### src/rtl/split_bus_arbiter_if.sv
// Bus handshake bundle between requesting masters, the split-capable slave
// and the arbiter. The arbiter sits on the slave modport; the traffic source
// (masters plus slave split signalling) sits on the master modport.
interface split_bus_arbiter_if #(
  parameter int NUM_MASTERS = 3,
  parameter int IDX_WIDTH   = 2
);
  logic [NUM_MASTERS-1:0] breq;
  logic [NUM_MASTERS-1:0] bgrant;
  logic [NUM_MASTERS-1:0] msplit;
  logic                   ssplit;
  logic                   split_done;
  logic [IDX_WIDTH-1:0]   owner;
  logic                   bus_busy;

  modport slave (
    input  breq, ssplit, split_done,
    output bgrant, msplit, owner, bus_busy
  );

  modport master (
    output breq, ssplit, split_done,
    input  bgrant, msplit, owner, bus_busy
  );
endinterface

### src/rtl/split_bus_arbiter.sv
// Round-robin bus arbiter with split-transaction support. One master owns the
// bus at a time; a slave may suspend the owner (split), which removes it from
// arbitration until the slave signals split_done, after which that master is
// given priority on its next request. At most one split is outstanding.
module split_bus_arbiter #(
  parameter int NUM_MASTERS = 3,
  parameter int IDX_WIDTH   = 2
) (
  input  logic clk,
  input  logic rstn,
  split_bus_arbiter_if.slave bus
);

  typedef enum logic {IDLE, BUSY} state_t;

  state_t                 state_reg;
  logic [NUM_MASTERS-1:0] bgrant_reg;
  logic [NUM_MASTERS-1:0] msplit_reg;
  logic [NUM_MASTERS-1:0] resume_reg;
  logic [IDX_WIDTH-1:0]   owner_reg;
  logic [IDX_WIDTH-1:0]   last_owner_reg;
  logic [IDX_WIDTH-1:0]   split_idx_reg;
  logic                   busy_reg;
  logic                   split_out_reg;

  logic [NUM_MASTERS-1:0] elig;
  logic [NUM_MASTERS-1:0] resume_cand;
  logic [NUM_MASTERS-1:0] cand;
  logic [IDX_WIDTH:0]     rr_idx;
  logic [IDX_WIDTH-1:0]   pick_idx;
  logic                   pick_valid;
  logic                   done_ok;
  logic                   split_blocked;

  // A suspended master cannot compete; a resumed one that requests is favoured.
  for (genvar gi = 0; gi < NUM_MASTERS; gi++) begin : g_elig
    assign elig[gi]        = bus.breq[gi] & ~msplit_reg[gi];
    assign resume_cand[gi] = elig[gi] & resume_reg[gi];
  end

  // split_done frees the split slot in the same cycle a new ssplit may claim it.
  assign done_ok       = bus.split_done & split_out_reg;
  assign split_blocked = split_out_reg & ~bus.split_done;

  // Pick the first candidate scanning upward from last_owner+1, wrapping at NUM_MASTERS.
  always_comb begin
    pick_valid = 1'b0;
    pick_idx   = '0;
    rr_idx     = '0;
    cand       = (|resume_cand) ? resume_cand : elig;
    for (int k = 1; k <= NUM_MASTERS; k++) begin
      rr_idx = {1'b0, last_owner_reg} + (IDX_WIDTH+1)'(k);
      if (rr_idx >= (IDX_WIDTH+1)'(NUM_MASTERS))
        rr_idx = rr_idx - (IDX_WIDTH+1)'(NUM_MASTERS);
      if (!pick_valid && cand[rr_idx[IDX_WIDTH-1:0]]) begin
        pick_valid = 1'b1;
        pick_idx   = rr_idx[IDX_WIDTH-1:0];
      end
    end
  end

  // Ownership FSM with registered grant, split and resume bookkeeping.
  always_ff @(posedge clk) begin
    if (!rstn) begin
      state_reg      <= IDLE;
      bgrant_reg     <= '0;
      msplit_reg     <= '0;
      resume_reg     <= '0;
      owner_reg      <= '0;
      last_owner_reg <= IDX_WIDTH'(NUM_MASTERS - 1);
      split_idx_reg  <= '0;
      busy_reg       <= 1'b0;
      split_out_reg  <= 1'b0;
    end else begin
      if (done_ok) begin
        msplit_reg[split_idx_reg] <= 1'b0;
        resume_reg[split_idx_reg] <= 1'b1;
        split_out_reg             <= 1'b0;
      end
      case (state_reg)
        IDLE: begin
          if (pick_valid) begin
            bgrant_reg           <= NUM_MASTERS'(1) << pick_idx;
            owner_reg            <= pick_idx;
            busy_reg             <= 1'b1;
            resume_reg[pick_idx] <= 1'b0;
            state_reg            <= BUSY;
          end
        end
        BUSY: begin
          if (bus.ssplit && !split_blocked) begin
            // Suspend the owner; it cannot be the master being resumed.
            msplit_reg[owner_reg] <= 1'b1;
            split_idx_reg         <= owner_reg;
            split_out_reg         <= 1'b1;
            bgrant_reg            <= '0;
            busy_reg              <= 1'b0;
            last_owner_reg        <= owner_reg;
            state_reg             <= IDLE;
          end else if (!bus.breq[owner_reg]) begin
            bgrant_reg     <= '0;
            busy_reg       <= 1'b0;
            last_owner_reg <= owner_reg;
            state_reg      <= IDLE;
          end
        end
        default: state_reg <= IDLE;
      endcase
    end
  end

  assign bus.bgrant   = bgrant_reg;
  assign bus.msplit   = msplit_reg;
  assign bus.owner    = owner_reg;
  assign bus.bus_busy = busy_reg;

endmodule

### src/flat_wrapper.sv
// flat-port wrapper written by rule: the top's interface ports become plain ports
module split_bus_arbiter_flat 
#(
  parameter int NUM_MASTERS = 3,
  parameter int IDX_WIDTH   = 2
)
  (clk, rstn, bus_breq, bus_ssplit, bus_split_done, bus_bgrant, bus_msplit, bus_owner, bus_bus_busy);
  split_bus_arbiter_if #(.NUM_MASTERS(NUM_MASTERS), .IDX_WIDTH(IDX_WIDTH)) bus_i ();
  input  logic clk;
  input  logic rstn;
  input wire logic [$bits(bus_i.breq)-1:0] bus_breq;
  input wire logic [$bits(bus_i.ssplit)-1:0] bus_ssplit;
  input wire logic [$bits(bus_i.split_done)-1:0] bus_split_done;
  output wire logic [$bits(bus_i.bgrant)-1:0] bus_bgrant;
  output wire logic [$bits(bus_i.msplit)-1:0] bus_msplit;
  output wire logic [$bits(bus_i.owner)-1:0] bus_owner;
  output wire logic [$bits(bus_i.bus_busy)-1:0] bus_bus_busy;
  assign bus_i.breq = bus_breq;
  assign bus_i.ssplit = bus_ssplit;
  assign bus_i.split_done = bus_split_done;
  assign bus_bgrant = bus_i.bgrant;
  assign bus_msplit = bus_i.msplit;
  assign bus_owner = bus_i.owner;
  assign bus_bus_busy = bus_i.bus_busy;
  split_bus_arbiter #(.NUM_MASTERS(NUM_MASTERS), .IDX_WIDTH(IDX_WIDTH)) u_core (.clk(clk), .rstn(rstn), .bus(bus_i));
endmodule
### config.mk
export PLATFORM = sky130hd
export DESIGN_NAME = split_bus_arbiter_flat
export DESIGN_NICKNAME = d
export VERILOG_FILES = /design/src/rtl/split_bus_arbiter_if.sv /design/src/rtl/split_bus_arbiter.sv /design/src/flat_wrapper.sv
export SDC_FILE = /design/constraint.sdc
export NUM_CORES = 1
export LEC_CHECK = 0
export BUFFER_PORTS_ARGS = -buffer_cell sky130_fd_sc_hd__buf_4
export CAP_MARGIN = 20
export CELL_PAD_IN_SITES_DETAIL_PLACEMENT = 1
export CELL_PAD_IN_SITES_GLOBAL_PLACEMENT = 1
export CORE_AREA = 3 3 53 55
export CTS_BUF_LIST = sky130_fd_sc_hd__clkbuf_4
export CTS_CLUSTER_DIAMETER = 120
export DETAILED_ROUTE_END_ITERATION = 12
export DIE_AREA = 0 0 56 58
export GPL_TIMING_DRIVEN = 0
export PLACE_DENSITY = 0.9
export SYNTH_ARGS = -nofsm -noshare
export SYNTH_HDL_FRONTEND = slang
export SYNTH_SLANG_ARGS = --single-unit
### constraint.sdc
create_clock -name clk -period 3.9 [get_ports clk]
set_input_delay 0.78 -clock clk [delete_from_list [all_inputs] [get_ports clk]]
set_output_delay 0.78 -clock clk [all_outputs]
set_load 0.03 [all_outputs]
==> summary.txt <==
Finish
  • Final instance area: 0.00127 mm^2
  • Fraction of layout cells with a size suffix above 1: 23.2%
  • Ant. Diodes: 0
  • Nets@finish: 153
  • Area grow syn2layout: 15.3%

Drt
  • Per-cell routed wire length: 18.4 um
  • Routed Antenna Nets: 0
  • Vias/cell: 5.90
  • Via count: 1014
  • WL final: 3.16 mm
  • Initial DRT Pass Iterations: 4
  • DRT iter0 DRCs: 49
  • Residual DRC: 0

CTS
  • Post-cts repair resize count: 0
  • CTS Buffer Depth: 2
  • CTS Hold Bufs: 0
  • CTS Buf Count: 3
  • Clock slew seen by the registers of the worst setup and hold paths: 0.10 ns
  • CTS sink count: 18
  • Clk Latency, worst-skew pair: 0.30 ns
  • CTS tree: yes
  • Max H-tree Level: 1
  • Clk root buf: clkbuf_4
  • Post-CTS Setup Inserts: 0

Synthesis
  • Avg Inst Size Synth: 8.92 um^2
  • Flops & latches, synth: 18
  • Synth async-reset ratio: 0%
  • Post-synth EDFFs: 0
  • Yosys top cell area share: 32.6%
  • Syn Inst Count: 124
  • Ranking of synthesized cells by area: dfxtp_1 33%, nor2_1 5.4%, and4bb_2 4.5%
  • Yosys warns: 0
  • Post-synth top cells: 18 x dfxtp_1, 16 x nor2_1, 7 x inv_1
  • Most instantiated library cell after synthesis: dfxtp_1
  • Count of cell types in the netlist: 41
  • Post-synth net total: 134
  • Mapped Area: 0.00111 mm^2
  • Synth area leader: dfxtp_1
  • Register area share after synthesis: 32.6%
  • Most used DFF post-synth: dfxtp_1

Setup path
  • Critical-path top delay cell: nor4b_1
  • Most frequent CP cell: nor2_1
  • Crit end category: flop
  • CP endpoint: u_core.bus.owner[0]
  • CP startpoint: u_core.last_owner_reg[0]
  • CP max FO: 10
  • Worst path cell trace: inv_1 > ha_1 > buf_2 > nor2_1 > nor4b_1 > nor4_4 > a31oi_1 > nor2_1 > a32o_1
  • Worst EP required: 4.11 ns
  • Worst setup SP type: flop
  • Cell family with most CP delay: simple AND/OR/NAND/NOR gates
  • R2r startpoint: u_core.last_owner_reg[0]
  • Reg2Reg Depth: 9
  • Kind of critical path: reg2reg
  • Register-to-register setup slack: 1.30 ns
  • Critical path arrival: 2.81 ns
  • Worst path depth: 9
  • Capture instance of the worst register-to-register path: u_core.bus.owner[0]
  • CP peak stage delay: 0.49 ns
  • CP Buf/Inv Count: 2

Place
  • PortBufs: 14
  • Routability cong.: 0.897
  • Placed cell area: 0.00125 mm^2
  • Dpl hpwl: 2.52 mm

Power and ir drop
  • Leakage: 0.509 nW
  • Pwr/cell area: 512 mW/mm^2
  • Worst vdd ir: 0.356 mV

Floorplanning
  • Die Footprint: 0.00325 mm^2
  • Chip height: 58 um
  • Core Rows: 18
  • Io pins: 16
  • Starting density of the core: 45.5%
  • Die width: 56 um
  • Core ar.: 0.00243 mm^2

Timing
  • Least-Margin Pin Slew: 0.556 ns
  • Final max-slew violation count: 0
  • Clk_skew: 0.00102 ns
  • Setup TNS: 0 ns
  • RSZ-0062 raised after global routing: false
  • Max Fclk: 0.384 GHz
  • Relative slew slack: 62.4%
  • Final period util: 66.7%
  • Tmin final: 2.60 ns
  • Final Hold Viols: 0
  • Final setup violation count: 0

GRT
  • Vias in the first global route: 1078
  • GRT Util Overall: 20.9%
  • Initial antenna violation count: 0
  • Pin count of the biggest net entering global routing: 11
  • Total congestion overflow: 0
  • First-pass GRT wire length: 5.23 mm

Status
  • Status: complete, no violations

Min path
  • HP Class: reg2reg

Job
  • Number of max-cap violations: 0
## final cells by class
class                   count  area (um^2)
plain buffers               6         23.8
clock buffers               3         22.5
clock inverters             1         3.75
fillers                   300         1160
inverters                   7         26.3
multi-input cells          93          696
flip-flops and latches     18          360
well taps                  30         37.5
repair buffers             14          105
## worst register-to-register path: cells and delay by family, from the launching register on
family,cells,cell delay [ns]
AO/OA/AOI/OAI,2,0.61
adder cells (fa/ha/maj),1,0.33
buffers and inverters,2,0.31
flip-flops,1,0.40
AND/OR/NAND/NOR,4,0.86
## layer usage
| metal | part of all wire [%] | vias up | global-route usage [%] |
|---|---|---|---|
| met5 | 0 | - | 0 |
| met4 | 1.9 | 0 | 8.47 |
| met3 | 1.5 | 7 | 1.78 |
| met2 | 53 | 14 | 37.7 |
| met1 | 44 | 492 | 25.5 |
| li1 | - | 501 | - |
## how the worst min path moves through the flow
stage                               from                   end  slack [ns]  cells after the start
floorplan           u_core.resume_reg[1]  u_core.resume_reg[1]        0.46                      2
global placement    u_core.bus.bgrant[1]  u_core.bus.bgrant[1]        0.46                      1
detailed placement  u_core.bus.bgrant[1]  u_core.bus.bgrant[1]        0.47                      1
CTS                 u_core.bus.bgrant[1]  u_core.bus.bgrant[1]        0.49                      1
global route        u_core.bus.bgrant[1]  u_core.bus.bgrant[1]        0.53                      1
finish              u_core.bus.bgrant[1]  u_core.bus.bgrant[1]        0.49                      1
## per-stage QoR
stage / total power, mW / cells / setup WS, ns / utilization (%) / hold WS (ns)
4_1_cts: 0.655 / 172 / 1.29 / 52.4 / 0.494
6_report: 0.653 / 172 / 1.30 / 52.4 / 0.494
3_5_place_dp: 0.557 / 168 / 1.15 / 51.3 / 0.469
5_1_grt: 0.695 / 172 / 1.06 / 52.4 / 0.534
2_1_floorplan: 0.465 / 124 / 1.58 / - / 0.464
3_3_place_gp: 0.541 / 168 / 1.31 / 51.3 / 0.461
## where the power goes
group          switching, mW  internal (mW)
clock                 0.0602         0.0374
combinational          0.194          0.131
sequential            0.0180          0.212
total                  0.272          0.381
## kinds of logic (layout without fill, tap and decap cells)
family,count (synthesis),count (layout),share of synthesized area (%)
flip-flops,18,18,32.6
multiplexers,4,4,4.07
adder cells (fa/ha/maj),3,3,3.39
AND/OR/NAND/NOR,62,62,38.5
AO/OA/AOI/OAI,24,24,17.0
buffers and inverters,13,31,4.53
## cell usage in the layout (no fill, tap or decap), types with 2 or more instances in the layout
cell type,instances
a32o_1,4
and4bb_2,4
nor2_1,16
inv_1,7
nand2b_1,4
buf_4,14
clkbuf_4,3
nor3_2,2
ha_1,3
o211ai_1,2
nand2_1,6
mux2i_1,3
a21oi_1,4
nor4b_1,3
nor2b_1,3
a22o_1,2
o21ai_0,3
a32oi_1,2
a31oi_1,2
dfxtp_1,18
and4bb_1,2
nor3b_1,2
nor4b_2,2
nor4_1,4
nor3_1,3
clkbuf_1,5
and3_1,2
No activity file was read; power rests on OpenSTA's default activity.
